===== config.mk =====
export PLATFORM = sky130hd
export DESIGN_NAME = uart_rx_fifo
export DESIGN_NICKNAME = d
export VERILOG_FILES = /design/src/rtl/uart_rx_fifo.sv
export SDC_FILE = /design/constraint.sdc
export NUM_CORES = 1
export LEC_CHECK = 0
export BUFFER_PORTS_ARGS = -buffer_cell sky130_fd_sc_hd__buf_2
export CORE_ASPECT_RATIO = 1.2
export CORE_MARGIN = 2
export CORE_UTILIZATION = 55
export CTS_BUF_LIST = sky130_fd_sc_hd__clkbuf_8
export CTS_CLUSTER_DIAMETER = 40
export DETAILED_ROUTE_END_ITERATION = 8
export PLACE_DENSITY = 0.73
export RECOVER_POWER = 100
export SYNTH_ARGS = -nofsm -noshare
export SYNTH_HDL_FRONTEND = slang
export SYNTH_SLANG_ARGS = --single-unit

===== constraint.sdc =====
create_clock -name sys_clk_i -period 4.15 [get_ports sys_clk_i]
set_input_delay 0.6225 -clock sys_clk_i [delete_from_list [all_inputs] [get_ports sys_clk_i]]
set_output_delay 0.6225 -clock sys_clk_i [all_outputs]
set_load 0.005 [all_outputs]

===== src/rtl/uart_rx_fifo.sv =====
`timescale 1ns/1ps
`default_nettype none
// ============================================================================
// uart_rx_fifo : 8N1 UART receiver (mid-bit 3-sample vote) with FWFT byte FIFO
// Revision     : 1.0
// ============================================================================
module uart_rx_fifo #(
  parameter int CLKS_PER_BIT = 104,
  parameter int FIFO_AW      = 2
) (
  input  logic       sys_clk_i,
  input  logic       sys_rst_i,
  input  logic       uart_rx_i,
  output logic [7:0] rx_dat_o,
  output logic       rx_valid_o,
  input  logic       rx_ready_i,
  output logic       rx_frame_err_o,
  output logic       rx_overrun_o,
  output logic       rx_busy_o
);

  localparam int              HALF     = CLKS_PER_BIT / 2;
  localparam int              CW       = $clog2(CLKS_PER_BIT);
  localparam int              DEPTH    = 1 << FIFO_AW;
  localparam logic [CW-1:0]   CNT_LAST = CW'(CLKS_PER_BIT - 1);
  localparam logic [CW-1:0]   SMP0     = CW'(HALF - 1);
  localparam logic [CW-1:0]   SMP1     = CW'(HALF);
  localparam logic [CW-1:0]   DECIDE   = CW'(HALF + 1);
  localparam logic [FIFO_AW:0] FULL_CNT = (FIFO_AW + 1)'(DEPTH);

  typedef enum logic [2:0] {
    S_IDLE      = 3'd0,
    S_START     = 3'd1,
    S_DATA      = 3'd2,
    S_STOP      = 3'd3,
    S_WAIT_HIGH = 3'd4
  } state_t;

  logic                sync1_q, sync2_q;
  logic                rx_s;
  state_t              state_q;
  logic [CW-1:0]       cnt_q, cnt_d;
  logic                cnt_wrap, decide, vote;
  logic [1:0]          smp_q;
  logic [2:0]          bit_idx_q;
  logic [7:0]          shift_q;
  logic                frame_err_q, overrun_q;

  logic [7:0]          mem_q [DEPTH];
  logic [FIFO_AW-1:0]  wr_ptr_q, rd_ptr_q;
  logic [FIFO_AW:0]    count_q;
  logic                fifo_full, push, pop;

  always_ff @(posedge sys_clk_i or posedge sys_rst_i) begin
    if (sys_rst_i) begin
      sync1_q <= 1'b1;
      sync2_q <= 1'b1;
    end else begin
      sync1_q <= uart_rx_i;
      sync2_q <= sync1_q;
    end
  end

  assign rx_s = sync2_q;

  // cnt_d is the count value a given edge establishes; sample points refer to it
  always_comb begin
    cnt_wrap = (cnt_q == CNT_LAST);
    cnt_d    = cnt_wrap ? '0 : cnt_q + 1'b1;
    decide   = (cnt_d == DECIDE);
    vote     = (smp_q[0] & smp_q[1]) | (smp_q[0] & rx_s) | (smp_q[1] & rx_s);
  end

  assign rx_valid_o = (count_q != '0);
  assign fifo_full  = (count_q == FULL_CNT);
  assign pop        = rx_valid_o && rx_ready_i;
  assign push       = (state_q == S_STOP) && decide && vote && (!fifo_full || pop);
  assign rx_dat_o   = mem_q[rd_ptr_q];

  always_ff @(posedge sys_clk_i or posedge sys_rst_i) begin
    if (sys_rst_i) begin
      state_q     <= S_IDLE;
      cnt_q       <= '0;
      smp_q       <= 2'b11;
      bit_idx_q   <= '0;
      shift_q     <= '0;
      frame_err_q <= 1'b0;
      overrun_q   <= 1'b0;
    end else begin
      frame_err_q <= 1'b0;
      overrun_q   <= 1'b0;
      if (cnt_d == SMP0) smp_q[0] <= rx_s;
      if (cnt_d == SMP1) smp_q[1] <= rx_s;
      case (state_q)
        S_IDLE: begin
          cnt_q <= '0;
          if (!rx_s) state_q <= S_START;
        end
        S_START: begin
          cnt_q <= cnt_d;
          if (decide && vote) begin
            state_q <= S_IDLE;
            cnt_q   <= '0;
          end else if (cnt_wrap) begin
            state_q   <= S_DATA;
            bit_idx_q <= '0;
          end
        end
        S_DATA: begin
          cnt_q <= cnt_d;
          if (decide) shift_q <= {vote, shift_q[7:1]};
          if (cnt_wrap) begin
            if (bit_idx_q == 3'd7) state_q <= S_STOP;
            bit_idx_q <= bit_idx_q + 1'b1;
          end
        end
        S_STOP: begin
          cnt_q <= cnt_d;
          if (decide) begin
            cnt_q <= '0;
            if (vote) begin
              overrun_q <= fifo_full && !pop;
              state_q   <= S_IDLE;
            end else begin
              frame_err_q <= 1'b1;
              state_q     <= S_WAIT_HIGH;
            end
          end
        end
        S_WAIT_HIGH: begin
          // a held-low break must not be mistaken for a new start bit
          if (rx_s) state_q <= S_IDLE;
        end
        default: state_q <= S_IDLE;
      endcase
    end
  end

  always_ff @(posedge sys_clk_i or posedge sys_rst_i) begin
    if (sys_rst_i) begin
      wr_ptr_q <= '0;
      rd_ptr_q <= '0;
      count_q  <= '0;
      for (int i = 0; i < DEPTH; i++) mem_q[i] <= 8'h00;
    end else begin
      if (push) begin
        mem_q[wr_ptr_q] <= shift_q;
        wr_ptr_q        <= wr_ptr_q + 1'b1;
      end
      if (pop) rd_ptr_q <= rd_ptr_q + 1'b1;
      case ({push, pop})
        2'b10:   count_q <= count_q + 1'b1;
        2'b01:   count_q <= count_q - 1'b1;
        default: ;
      endcase
    end
  end

  assign rx_frame_err_o = frame_err_q;
  assign rx_overrun_o   = overrun_q;
  assign rx_busy_o      = (state_q != S_IDLE);

endmodule
`default_nettype wire


==> flow_metrics.py <==
metrics = {
    "status": {
        "outcome": "complete, but fails checks",
        "violations": "capacitance limit, slew limit",
    },
    "detailed_routing": {
        "vias": 2035,
        "drc": 0,
        "viasPerCell": 5.53,
        "wl_per_cell_um": 16.5,
        "drtAntennaViolNets": 0,
        "drt_iter0_drc": 88,
        "wl_mm": 6.07,
        "first_pass_iters": 4,
    },
    "die": {
        "die_h_um": 91.1,
        "core_area_um2": 6090,
        "io_pins": 16,
        "die_area_um2": 6980,
        "rows": 31,
        "initial_core_util_pct": 57.1,
        "die_x_um": 76.6,
    },
    "setup_path": {
        "r2r_setup_slack_ns": 0.81,
        "rr_endpoint": "shift_q[3]",
        "slowest_stage": "nor3_1",
        "worst-path-max-fanout": 10,
        "reg2reg_from": "cnt_q[1]",
        "crit_path_cell_trace": "ha_1, nand2_1, or4_1, o311ai_4, nand3_1, nor3_1, mux2_2",
        "crit_path_start": "cnt_q[1]",
        "r2r_cells": 7,
        "critPathMaxStageDelay_ns": 0.95,
        "cp-end-kind": "register",
        "endpoint": "shift_q[3]",
        "required_ns": 4.37,
        "critical_path_class": "register to register",
        "arrival_ns": 3.57,
        "start_kind": "register",
    },
    "timing": {
        "max_slew.worst_pin.slew_ns": 1.69,
        "setup_viol": 0,
        "fin_crit_ns": 3.34,
        "skew_ns": 0.0141,
        "grt_setup_unrepaired": "false",
        "fmax_mhz": 299,
        "drv_slew": 46,
        "fin_ws_ns": 0.808,
        "finalCritPeriodShare_pct": 80.5,
        "tns_ns": 0,
        "slew_headroom_pct": -13.0,
        "hold_viol": 0,
    },
    "yosys": {
        "yosys_warnings": 0,
        "synth_largest_area_cell": "dfrtp_1",
        "synth-seq-cells": 66,
        "netlist_area_um2": 3480,
        "syn_nets": 280,
        "synth_area_leaders": "dfrtp_1, mux2_4, mux4_2",
        "synthFlopType": "dfrtp_1",
        "synth_simple_gate_area_share_pct": 13.2,
        "syn_inst": 264,
        "synth.distinct_cells": 52,
        "synthAdderAreaFrac_pct": 4.82,
        "synth-edff-count": 0,
        "ys_seq_area_share_pct": 47.6,
        "synthMuxAreaShare_pct": 22.5,
        "syn_avg_cell_area_um2": 13.2,
        "synth_top_family_by_area": "multiplexers",
        "ys_async_sr_fraction_pct": 100,
        "synth_xor_area_share_pct": 1.76,
        "synth-compound-area-share_pct": 6.91,
        "synth_top_area_share_pct": 44.6,
    },
    "final_layout": {
        "fin_nets": 297,
        "seq_area_um2": 1660,
        "n_fill_cell": 494,
        "multiInputGateArea_um2": 1510,
        "final_area_um2": 3600,
        "utilization_pct": 59.2,
        "drive_gt1_share_pct": 19.9,
        "syn_to_final_growth_pct": 3.60,
        "num_antenna_cells": 0,
    },
    "clock_network": {
        "cts.sinks": 66,
        "cts_tree": "yes",
        "cts-htree-levels": 3,
        "numCtsBuffers": 9,
        "clock_path_buffers": 2,
        "ctsRootBufferMaster": "clkbuf_8",
        "clk-insertion-delay-late_ns": 0.35,
        "cts.reportedPaths.clkPinSlew_ns": 0.07,
        "postCtsHoldBufs": 0,
        "post_cts_resized": 0,
        "post_cts_buffers": 0,
    },
    "place": {
        "port_buffers": 15,
        "dp_hpwl_mm": 4.18,
        "gp_congestion": 0.848,
        "placed_cell_area_um2": 3600,
        "post-place-ws_ns": 1.22,
    },
    "worst_hold_path": {
        "hp-start": "sync1_q",
        "min_path_cells": 0,
        "hold_path_class": "register to register",
    },
    "global_routing": {
        "grt_pass1_vias": 2191,
        "grt_use_total_pct": 19.9,
        "antenna_found_initial": 0,
        "grt-ovfl-total": 0,
        "grt_max_degree": 46,
        "grt_pass1_wl_mm": 10.9,
    },
    "pwr": {
        "vdd_ir_drop_max_uv": 216,
        "p_total_mw": 1.21,
        "leakage_nw": 1.74,
        "power_density_nw_per_um2": 336,
    },
    "flow_run": {
        "cap_violations": 1,
    },
}
[logic make-up (layout without fill, tap and decap cells)]
family                   Yosys count  in the layout
multiplexers                      51             51
flip-flops                        66             66
adder cells (fa/ha/maj)           13             13
buffers and inverters             24             46
AND/OR/NAND/NOR                   71             71
AO/OA/AOI/OAI                     32             32
XOR/XNOR                           7              7
[worst max-delay path: cells and delay by family (launching register included)]
| kind | cells | cell delay [ns] |
|---|---|---|
| DFF | 1 | 0.49 |
| AOI/OAI and AO/OA | 1 | 0.14 |
| adders and majority gates | 1 | 0.40 |
| muxes | 1 | 0.42 |
| and+or+nand+nor | 4 | 1.78 |
[worst min-delay path by stage]
stage / end / slack, ns
finish: rx_s / 0.36
floorplan: rx_s / 0.35
global placement: rx_s / 0.35
global route: sync1_q / 0.36
detailed placement: rx_s / 0.35
CTS: sync1_q / 0.36
[synth_stat cells (6+ instances only)]
library cell	n
clkbuf_1	6
dfrtp_1	62
ha_1	11
inv_1	14
mux2_4	32
mux4_2	8
nand2_1	20
nand2b_1	8
nor2_1	9
o21ai_0	8
[layout by cell type, fill, tap and decap left out, types with 8 or more instances in the layout]
master / synthesis / layout
nor2_1: 9 / 9
ha_1: 11 / 11
mux2_1: 4 / 32
o21ai_0: 8 / 8
inv_1: 14 / 14
dfrtp_1: 62 / 62
nand2_1: 20 / 24
mux4_2: 8 / 8
nand2b_1: 8 / 8
clkbuf_8: 0 / 10
buf_2: 1 / 14
[cell type report]
cell class / count / share of cell area, %
sequential: 66 / 46.0
multi-input combinational: 174 / 41.9
clock buffer: 10 / 3.82
tap: 82 / 2.85
timing repair buffer: 16 / 2.15
clock inverter: 6 / 1.84
inverter: 14 / 1.46
[where the power goes]
group	leakage [nW]	switching, mW	internal (mW)
registers	0.883	0.000632	0.645
clock network	0.106	0.256	0.295
logic	0.747	0.0132	0.00169
[layer usage]
metal  track usage, %  wire, um  vias to the layer above
met5                0         0                        -
met4             7.73       107                        0
met3             4.17       131                       11
met2             34.1      3100                       23
met1             24.7      2720                     1026
li1                 -         -                      975
[stage by stage]
step,hold slack (ns),std cells
finish,0.359,368
detailed placement,0.351,352
floorplan,0.345,264
global route,0.358,368
CTS,0.362,368
global placement,0.350,352
[state kept, by name (all words and copies together) (netlist names)]
name	flops
mem_q	32
bit_idx_q	3
rd_ptr_q	2
shift_q	8
cnt_q	7
wr_ptr_q	2
rx_overrun_o	1
sync1_q	1
state_q	3
smp_q	2
count_q	3
rx_s	1
rx_frame_err_o	1
Power figures use the tool's default switching activity.
